--- src/rtl/wb_retire_monitor_if.sv ---
// Write-back retire stream and retire-record handshake bundle for wb_retire_monitor.
// WB_RETIRE_MON_GAP_EN adds the rt_gap_o idle-gap field.
interface wb_retire_monitor_if;
  logic        wb_valid_i;
  logic [31:0] wb_pc_i;
  logic [31:0] wb_insn_i;
  logic        wb_we_i;
  logic [4:0]  wb_dst_i;
  logic [31:0] wb_r_i;
  logic        rt_ready_i;
  logic        rt_valid_o;
  logic [31:0] rt_seq_o;
  logic [31:0] rt_pc_o;
  logic [31:0] rt_insn_o;
  logic [31:0] rt_rs1_val_o;
  logic [31:0] rt_rs2_val_o;
  logic        rt_rd_we_o;
  logic [4:0]  rt_rd_o;
  logic [31:0] rt_rd_val_o;
  logic        rt_pc_err_o;
  logic        overflow_o;
`ifdef WB_RETIRE_MON_GAP_EN
  logic [15:0] rt_gap_o;

  modport master (
    output wb_valid_i, wb_pc_i, wb_insn_i, wb_we_i, wb_dst_i, wb_r_i, rt_ready_i,
    input  rt_valid_o, rt_seq_o, rt_pc_o, rt_insn_o, rt_rs1_val_o, rt_rs2_val_o,
           rt_rd_we_o, rt_rd_o, rt_rd_val_o, rt_pc_err_o, overflow_o, rt_gap_o
  );
  modport slave (
    input  wb_valid_i, wb_pc_i, wb_insn_i, wb_we_i, wb_dst_i, wb_r_i, rt_ready_i,
    output rt_valid_o, rt_seq_o, rt_pc_o, rt_insn_o, rt_rs1_val_o, rt_rs2_val_o,
           rt_rd_we_o, rt_rd_o, rt_rd_val_o, rt_pc_err_o, overflow_o, rt_gap_o
  );
`else
  modport master (
    output wb_valid_i, wb_pc_i, wb_insn_i, wb_we_i, wb_dst_i, wb_r_i, rt_ready_i,
    input  rt_valid_o, rt_seq_o, rt_pc_o, rt_insn_o, rt_rs1_val_o, rt_rs2_val_o,
           rt_rd_we_o, rt_rd_o, rt_rd_val_o, rt_pc_err_o, overflow_o
  );
  modport slave (
    input  wb_valid_i, wb_pc_i, wb_insn_i, wb_we_i, wb_dst_i, wb_r_i, rt_ready_i,
    output rt_valid_o, rt_seq_o, rt_pc_o, rt_insn_o, rt_rs1_val_o, rt_rs2_val_o,
           rt_rd_we_o, rt_rd_o, rt_rd_val_o, rt_pc_err_o, overflow_o
  );
`endif
endinterface

--- src/rtl/wb_retire_monitor.sv ---
// Retire monitor: shadow RF, expected-PC tracking and a valid/ready retire-record FIFO.
// Optional idle-gap counter per record enabled by WB_RETIRE_MON_GAP_EN.
module wb_retire_monitor #(
  parameter logic [31:0] PC_INIT    = 32'h200,
  parameter int          FIFO_DEPTH = 4
) (
  input logic clk,
  input logic rst,
  wb_retire_monitor_if.slave bus
);
  localparam int PW = $clog2(FIFO_DEPTH);
  localparam logic [PW:0] DEPTH_C = (PW + 1)'(FIFO_DEPTH);

  typedef struct packed {
    logic [31:0] seq;
    logic [31:0] pc;
    logic [31:0] insn;
    logic [31:0] rs1;
    logic [31:0] rs2;
    logic        rd_we;
    logic [4:0]  rd;
    logic [31:0] rd_val;
    logic        pc_err;
`ifdef WB_RETIRE_MON_GAP_EN
    logic [15:0] gap;
`endif
  } rec_t;

  logic [31:0] rf_rd [32];
  logic [31:0] rs1_val, rs2_val;
  logic        rd_we;
  logic [31:0] exp_pc_reg, seq_reg, next_pc;
  logic        taken;
  logic [31:0] j_imm, i_imm, b_imm;
  rec_t        rec_in, head;
  rec_t        mem [FIFO_DEPTH];
  logic [PW-1:0] wr_ptr_reg, rd_ptr_reg;
  logic [PW:0]   count_reg;
  logic        full, rt_valid, push, pop;
  logic        overflow_reg;

  assign rd_we = bus.wb_we_i && (bus.wb_dst_i != 5'd0);

  // x0 is hard-wired; x1..x31 each get their own reset-able register
  assign rf_rd[0] = 32'd0;
  for (genvar gi = 1; gi < 32; gi++) begin : g_rf
    logic [31:0] x_reg;
    always_ff @(posedge clk or posedge rst) begin
      if (rst)
        x_reg <= 32'd0;
      else if (bus.wb_valid_i && rd_we && (bus.wb_dst_i == 5'(gi)))
        x_reg <= bus.wb_r_i;
    end
    assign rf_rd[gi] = x_reg;
  end

  assign rs1_val = rf_rd[bus.wb_insn_i[19:15]];
  assign rs2_val = rf_rd[bus.wb_insn_i[24:20]];

  assign j_imm = {{12{bus.wb_insn_i[31]}}, bus.wb_insn_i[19:12], bus.wb_insn_i[20],
                  bus.wb_insn_i[30:21], 1'b0};
  assign i_imm = {{20{bus.wb_insn_i[31]}}, bus.wb_insn_i[31:20]};
  assign b_imm = {{20{bus.wb_insn_i[31]}}, bus.wb_insn_i[7], bus.wb_insn_i[30:25],
                  bus.wb_insn_i[11:8], 1'b0};

  // Next PC derives from the retiring PC so one bad PC flags only once
  always_comb begin
    taken = 1'b0;
    case (bus.wb_insn_i[14:12])
      3'b000:  taken = (rs1_val == rs2_val);
      3'b001:  taken = (rs1_val != rs2_val);
      3'b100:  taken = ($signed(rs1_val) <  $signed(rs2_val));
      3'b101:  taken = ($signed(rs1_val) >= $signed(rs2_val));
      3'b110:  taken = (rs1_val <  rs2_val);
      3'b111:  taken = (rs1_val >= rs2_val);
      default: taken = 1'b0;
    endcase
    next_pc = bus.wb_pc_i + 32'd4;
    case (bus.wb_insn_i[6:0])
      7'b1101111: next_pc = bus.wb_pc_i + j_imm;
      7'b1100111: next_pc = (rs1_val + i_imm) & ~32'd1;
      7'b1100011: next_pc = taken ? (bus.wb_pc_i + b_imm) : (bus.wb_pc_i + 32'd4);
      default:    next_pc = bus.wb_pc_i + 32'd4;
    endcase
  end

  always_ff @(posedge clk or posedge rst) begin
    if (rst) begin
      exp_pc_reg <= PC_INIT;
      seq_reg    <= 32'd0;
    end else if (bus.wb_valid_i) begin
      exp_pc_reg <= next_pc;
      seq_reg    <= seq_reg + 32'd1;
    end
  end

`ifdef WB_RETIRE_MON_GAP_EN
  logic [15:0] gap_reg;
  always_ff @(posedge clk or posedge rst) begin
    if (rst)
      gap_reg <= 16'd0;
    else if (bus.wb_valid_i)
      gap_reg <= 16'd0;
    else if (gap_reg != 16'hFFFF)
      gap_reg <= gap_reg + 16'd1;
  end
  assign rec_in.gap = gap_reg;
  assign bus.rt_gap_o = rt_valid ? head.gap : 16'd0;
`endif

  assign rec_in.seq    = seq_reg;
  assign rec_in.pc     = bus.wb_pc_i;
  assign rec_in.insn   = bus.wb_insn_i;
  assign rec_in.rs1    = rs1_val;
  assign rec_in.rs2    = rs2_val;
  assign rec_in.rd_we  = rd_we;
  assign rec_in.rd     = bus.wb_dst_i;
  assign rec_in.rd_val = bus.wb_r_i;
  assign rec_in.pc_err = (bus.wb_pc_i != exp_pc_reg);

  assign rt_valid = (count_reg != '0);
  assign full     = (count_reg == DEPTH_C);
  assign pop      = rt_valid && bus.rt_ready_i;
  // A full FIFO still accepts a push when the head leaves in the same cycle
  assign push     = bus.wb_valid_i && (!full || pop);

  always_ff @(posedge clk) begin
    if (push)
      mem[wr_ptr_reg] <= rec_in;
  end

  always_ff @(posedge clk or posedge rst) begin
    if (rst) begin
      wr_ptr_reg   <= '0;
      rd_ptr_reg   <= '0;
      count_reg    <= '0;
      overflow_reg <= 1'b0;
    end else begin
      if (push) wr_ptr_reg <= wr_ptr_reg + 1'b1;
      if (pop)  rd_ptr_reg <= rd_ptr_reg + 1'b1;
      if (push && !pop)
        count_reg <= count_reg + 1'b1;
      else if (pop && !push)
        count_reg <= count_reg - 1'b1;
      if (bus.wb_valid_i && !push)
        overflow_reg <= 1'b1;
    end
  end

  assign head = mem[rd_ptr_reg];

  assign bus.rt_valid_o   = rt_valid;
  assign bus.rt_seq_o     = rt_valid ? head.seq    : 32'd0;
  assign bus.rt_pc_o      = rt_valid ? head.pc     : 32'd0;
  assign bus.rt_insn_o    = rt_valid ? head.insn   : 32'd0;
  assign bus.rt_rs1_val_o = rt_valid ? head.rs1    : 32'd0;
  assign bus.rt_rs2_val_o = rt_valid ? head.rs2    : 32'd0;
  assign bus.rt_rd_we_o   = rt_valid ? head.rd_we  : 1'b0;
  assign bus.rt_rd_o      = rt_valid ? head.rd     : 5'd0;
  assign bus.rt_rd_val_o  = rt_valid ? head.rd_val : 32'd0;
  assign bus.rt_pc_err_o  = rt_valid ? head.pc_err : 1'b0;
  assign bus.overflow_o   = overflow_reg;
endmodule
--- src/flat_wrapper.sv ---
// flat-port wrapper written by rule: the top's interface ports become plain ports
module wb_retire_monitor_flat 
#(
  parameter logic [31:0] PC_INIT    = 32'h200,
  parameter int          FIFO_DEPTH = 4
)
  (clk, rst, bus_wb_valid_i, bus_wb_pc_i, bus_wb_insn_i, bus_wb_we_i, bus_wb_dst_i, bus_wb_r_i, bus_rt_ready_i, bus_rt_valid_o, bus_rt_seq_o, bus_rt_pc_o, bus_rt_insn_o, bus_rt_rs1_val_o, bus_rt_rs2_val_o, bus_rt_rd_we_o, bus_rt_rd_o, bus_rt_rd_val_o, bus_rt_pc_err_o, bus_overflow_o);
  wb_retire_monitor_if bus_i ();
  input logic clk;
  input logic rst;
  input wire logic [$bits(bus_i.wb_valid_i)-1:0] bus_wb_valid_i;
  input wire logic [$bits(bus_i.wb_pc_i)-1:0] bus_wb_pc_i;
  input wire logic [$bits(bus_i.wb_insn_i)-1:0] bus_wb_insn_i;
  input wire logic [$bits(bus_i.wb_we_i)-1:0] bus_wb_we_i;
  input wire logic [$bits(bus_i.wb_dst_i)-1:0] bus_wb_dst_i;
  input wire logic [$bits(bus_i.wb_r_i)-1:0] bus_wb_r_i;
  input wire logic [$bits(bus_i.rt_ready_i)-1:0] bus_rt_ready_i;
  output wire logic [$bits(bus_i.rt_valid_o)-1:0] bus_rt_valid_o;
  output wire logic [$bits(bus_i.rt_seq_o)-1:0] bus_rt_seq_o;
  output wire logic [$bits(bus_i.rt_pc_o)-1:0] bus_rt_pc_o;
  output wire logic [$bits(bus_i.rt_insn_o)-1:0] bus_rt_insn_o;
  output wire logic [$bits(bus_i.rt_rs1_val_o)-1:0] bus_rt_rs1_val_o;
  output wire logic [$bits(bus_i.rt_rs2_val_o)-1:0] bus_rt_rs2_val_o;
  output wire logic [$bits(bus_i.rt_rd_we_o)-1:0] bus_rt_rd_we_o;
  output wire logic [$bits(bus_i.rt_rd_o)-1:0] bus_rt_rd_o;
  output wire logic [$bits(bus_i.rt_rd_val_o)-1:0] bus_rt_rd_val_o;
  output wire logic [$bits(bus_i.rt_pc_err_o)-1:0] bus_rt_pc_err_o;
  output wire logic [$bits(bus_i.overflow_o)-1:0] bus_overflow_o;
  assign bus_i.wb_valid_i = bus_wb_valid_i;
  assign bus_i.wb_pc_i = bus_wb_pc_i;
  assign bus_i.wb_insn_i = bus_wb_insn_i;
  assign bus_i.wb_we_i = bus_wb_we_i;
  assign bus_i.wb_dst_i = bus_wb_dst_i;
  assign bus_i.wb_r_i = bus_wb_r_i;
  assign bus_i.rt_ready_i = bus_rt_ready_i;
  assign bus_rt_valid_o = bus_i.rt_valid_o;
  assign bus_rt_seq_o = bus_i.rt_seq_o;
  assign bus_rt_pc_o = bus_i.rt_pc_o;
  assign bus_rt_insn_o = bus_i.rt_insn_o;
  assign bus_rt_rs1_val_o = bus_i.rt_rs1_val_o;
  assign bus_rt_rs2_val_o = bus_i.rt_rs2_val_o;
  assign bus_rt_rd_we_o = bus_i.rt_rd_we_o;
  assign bus_rt_rd_o = bus_i.rt_rd_o;
  assign bus_rt_rd_val_o = bus_i.rt_rd_val_o;
  assign bus_rt_pc_err_o = bus_i.rt_pc_err_o;
  assign bus_overflow_o = bus_i.overflow_o;
  wb_retire_monitor #(.PC_INIT(PC_INIT), .FIFO_DEPTH(FIFO_DEPTH)) u_core (.clk(clk), .rst(rst), .bus(bus_i));
endmodule
--- config.mk ---
export PLATFORM = sky130hd
export DESIGN_NAME = wb_retire_monitor_flat
export DESIGN_NICKNAME = d
export VERILOG_FILES = /design/src/rtl/wb_retire_monitor_if.sv /design/src/rtl/wb_retire_monitor.sv /design/src/flat_wrapper.sv
export SDC_FILE = /design/constraint.sdc
export NUM_CORES = 2
export LEC_CHECK = 0
export CAP_MARGIN = 20
export CORE_ASPECT_RATIO = 1.25
export CORE_UTILIZATION = 25
export DETAILED_ROUTE_END_ITERATION = 10
export PLACE_DENSITY = 0.5
export SLEW_MARGIN = 20
export SYNTH_ARGS = -nofsm -noshare
export SYNTH_HDL_FRONTEND = slang
export SYNTH_SLANG_ARGS = --single-unit
--- constraint.sdc ---
create_clock -name clk -period 31.8 [get_ports clk]
set_input_delay 3.18 -clock clk [delete_from_list [all_inputs] [get_ports clk]]
set_output_delay 3.18 -clock clk [all_outputs]
set_load 0.05 [all_outputs]
==> results.sh <==
export IMPL_netlist_area_leader_share_pct=28.8
export IMPL_worstMarginPinSlew_ns=1.17
export IMPL_finClkSkew_ns=0.0771
export IMPL_setup_viol=0
export IMPL_wl_per_cell_um=27.3
export IMPL_hold_viol_final=0
export IMPL_rsz0062_at_grt="false"
export IMPL_yosysWarnings=0
export IMPL_period_needed_ns=10.75
export IMPL_start_kind="input port"
export IMPL_fp_dieW_um=545
export IMPL_maxCapViolations=0
export IMPL_start_util_pct=25.1
export IMPL_grt_pass1_wl_mm=432
export IMPL_finalNetCount=6125
export IMPL_ir_drop_mv=0.0575
export IMPL_synth_largest_area_cell="dfrtp_1"
export IMPL_cp_data_required_time_ns=32.57
export IMPL_num_rows=249
export IMPL_antenna_found_initial=20
export IMPL_final_seq_area_um2=50500
export IMPL_first_pass_iters=11
export IMPL_cts_setup_buffers=0
export IMPL_drt_wl_total_mm=300
export IMPL_synth_nets=5932
export IMPL_viasPerCell=4.98
export IMPL_cts_buffers=198
export IMPL_cts_sinks=1860
export IMPL_violations="DRC"
export IMPL_pin_count=307
export IMPL_num_vias=54612
export IMPL_drtIter0Drc=4422
export IMPL_synth_ff_type="dfrtp_1"
export IMPL_post_route_period_util_pct=33.8
export IMPL_drc=179
export IMPL_die_area_um2=372000
export IMPL_place_congestion=0.884
export IMPL_power_total_mw=8.53
export IMPL_synth_distinct_cells=81
export IMPL_dp_cells=10596
export IMPL_clock_latency_ns=0.89
export IMPL_ys_ff_latch=1860
export IMPL_worstPathCellList="buf_8, buf_4, buf_4, buf_4, mux4_2, mux4_2, mux2i_1, ha_1, nand4_1, nor3_1, a21boi_0, nor4_1, o21ai_1, mux2_2, a311o_1, buf_4, nor2_1, o21ai_0, o211a_1, o221ai_1"
export IMPL_min_path_type="reg -> reg"
export IMPL_fin_cells=10962
export IMPL_cp_common_cell="buf_4"
export IMPL_synthMostInstantiatedCell="mux2_2"
export IMPL_cts_hold_fix_buffers=0
export IMPL_clock_fmax_mhz=93.0
export IMPL_drive_gt1_share_pct=39.5
export IMPL_leakage_nw=41.6
export IMPL_hpwl_mm=191
export IMPL_tns_ns=0
export IMPL_cts_resized=0
export IMPL_slowest_delay_ns=0.81
export IMPL_netlist_area_um2=92300
export IMPL_async_flop_share_pct=57.2
export IMPL_synth_common_cells="mux2_2, dfrtp_1, edfxtp_1"
export IMPL_grt_pass1_vias=57214
export IMPL_cts_buffer_depth=4
export IMPL_status="complete, but fails checks"
export IMPL_end_kind="register"
export IMPL_grt_overflow=0
export IMPL_cts_tree="built"
export IMPL_slew_headroom_pct=21.7
export IMPL_grt_max_degree=156
export IMPL_cts_root_buf="clkbuf_16"
export IMPL_critPathArrivalTime_ns=11.52
export IMPL_synth_area_per_cell_um2=16.2
export IMPL_multi_input_area_um2=40000
export IMPL_syn_to_final_growth_pct=16.9
export IMPL_die_height_um=681
export IMPL_path_max_fanout=56
export IMPL_cts_clk_slew_worst_paths_ns=0.06
export IMPL_maxSlewViolCount=0
export IMPL_ant_nets=0
export IMPL_worstSetupPathType="in -> reg"
export IMPL_synthCells=5710
export IMPL_grt_total_usage_pct=15.9
export IMPL_ctsHtreeMaxLevel=4
export IMPL_port_buffers=306
export IMPL_synth_edf_count=796
export IMPL_largest_reg_flops=992
export IMPL_cp_slowest_cell="nor2_1"
export IMPL_synth_area_leaders="dfrtp_1, edfxtp_1, mux4_2, mux2_2, ha_1"
export IMPL_yosysSeqAreaShare_pct=54.7
export IMPL_fill_cells=36565
export IMPL_coreArea_um2=368000
export IMPL_pwr_density_cell_nw_per_um2=79.1
[critical path: cells and delay by family]
family / cells / cell delay [ns]
AO/OA/AOI/OAI: 6 / 1.63
adder cells (fa/ha/maj): 1 / 0.27
buffers and inverters: 5 / 2.76
multiplexers: 4 / 1.92
AND/OR/NAND/NOR: 4 / 1.49
[cell type report]
| cell class | count | area share [%] |
|---|---|---|
| clock buffers | 276 | 5.18 |
| inverters | 68 | 0.242 |
| diodes | 7 | 0.0162 |
| multi-input cells | 3318 | 37.1 |
| repair buffers | 457 | 3.99 |
| well taps | 4894 | 5.68 |
| flip-flops and latches | 1860 | 46.9 |
| clock inverters | 82 | 0.973 |
[where the power goes]
part | internal, mW | switching (mW)
sequential | 2.95 | 0.201
combinational | 1.16 | 1.81
clock | 1.40 | 1.01
total | 5.51 | 3.01
[placed cells by master (no fill, tap or decap), drive strengths merged, types with 55 or more instances in the layout]
master and n:
a21oi 125, a22o 63, and2 213, buf 170, clkbuf 276, clkdlybuf4s50 287, dfrtp 1063, edfxtp 796
ha 112, inv 78, mux2 1096, mux4 772, nand2 122, nand3 55, nor2 126, o21ai 84
xnor2 112, xor2 55
[final timing paths]
path	depth (start not counted)	startpoint	slack, ns	end
worst max-delay path	20	bus_wb_insn_i[20]	21.05	u_core.exp_pc_reg[31]$_DFFE_PP0P_
worst min-delay path	1	u_core.count_reg[2]$_DFFE_PP0P_	0.50	u_core.count_reg[2]$_DFFE_PP0P_
worst max register to register	16	u_core.g_rf[17].x_reg[31]$_DFFE_PP0P_	25.36	u_core.exp_pc_reg[31]$_DFFE_PP0P_
worst min register to register	1	u_core.count_reg[2]$_DFFE_PP0P_	0.50	u_core.count_reg[2]$_DFFE_PP0P_
max in group asynchronous	8	rst	24.30	u_core.g_rf[12].x_reg[24]$_DFFE_PP0P_
min in group asynchronous	2	rst	2.72	u_core.g_rf[25].x_reg[4]$_DFFE_PP0P_
[cells by family after synthesis]
group,share of synthesized area [%]
buffers and inverters,2.19
flip-flops,54.7
adder cells (fa/ha/maj),1.61
XOR/XNOR,1.58
AND/OR/NAND/NOR,3.74
multiplexers,32.7
AO/OA/AOI/OAI,3.45
[per-stage QoR]
step / util [%] / area, um^2 / hold slack, ns / worst slack [ns]
6_report: 29.3 / 108000 / 0.504 / 21.05
5_1_grt: 29.3 / 108000 / 0.542 / 20.60
4_1_cts: 29.3 / 108000 / 0.506 / 21.13
3_5_place_dp: 27.5 / 101000 / 0.490 / 20.20
3_3_place_gp: 27.5 / 101000 / 0.471 / 20.04
2_1_floorplan: - / 92300 / 0.449 / 13.95
[per-layer routing]
layer  share of wire (%)  track usage (%)  vias to the layer above
li1                    -                -                    22735
met1                  41             20.1                    29737
met2                  50             27.5                     1630
met3                 4.8             2.34                      488
met4                 3.9             5.98                       22
met5               0.043                0                        -
(Power assumes the default switching activity.)
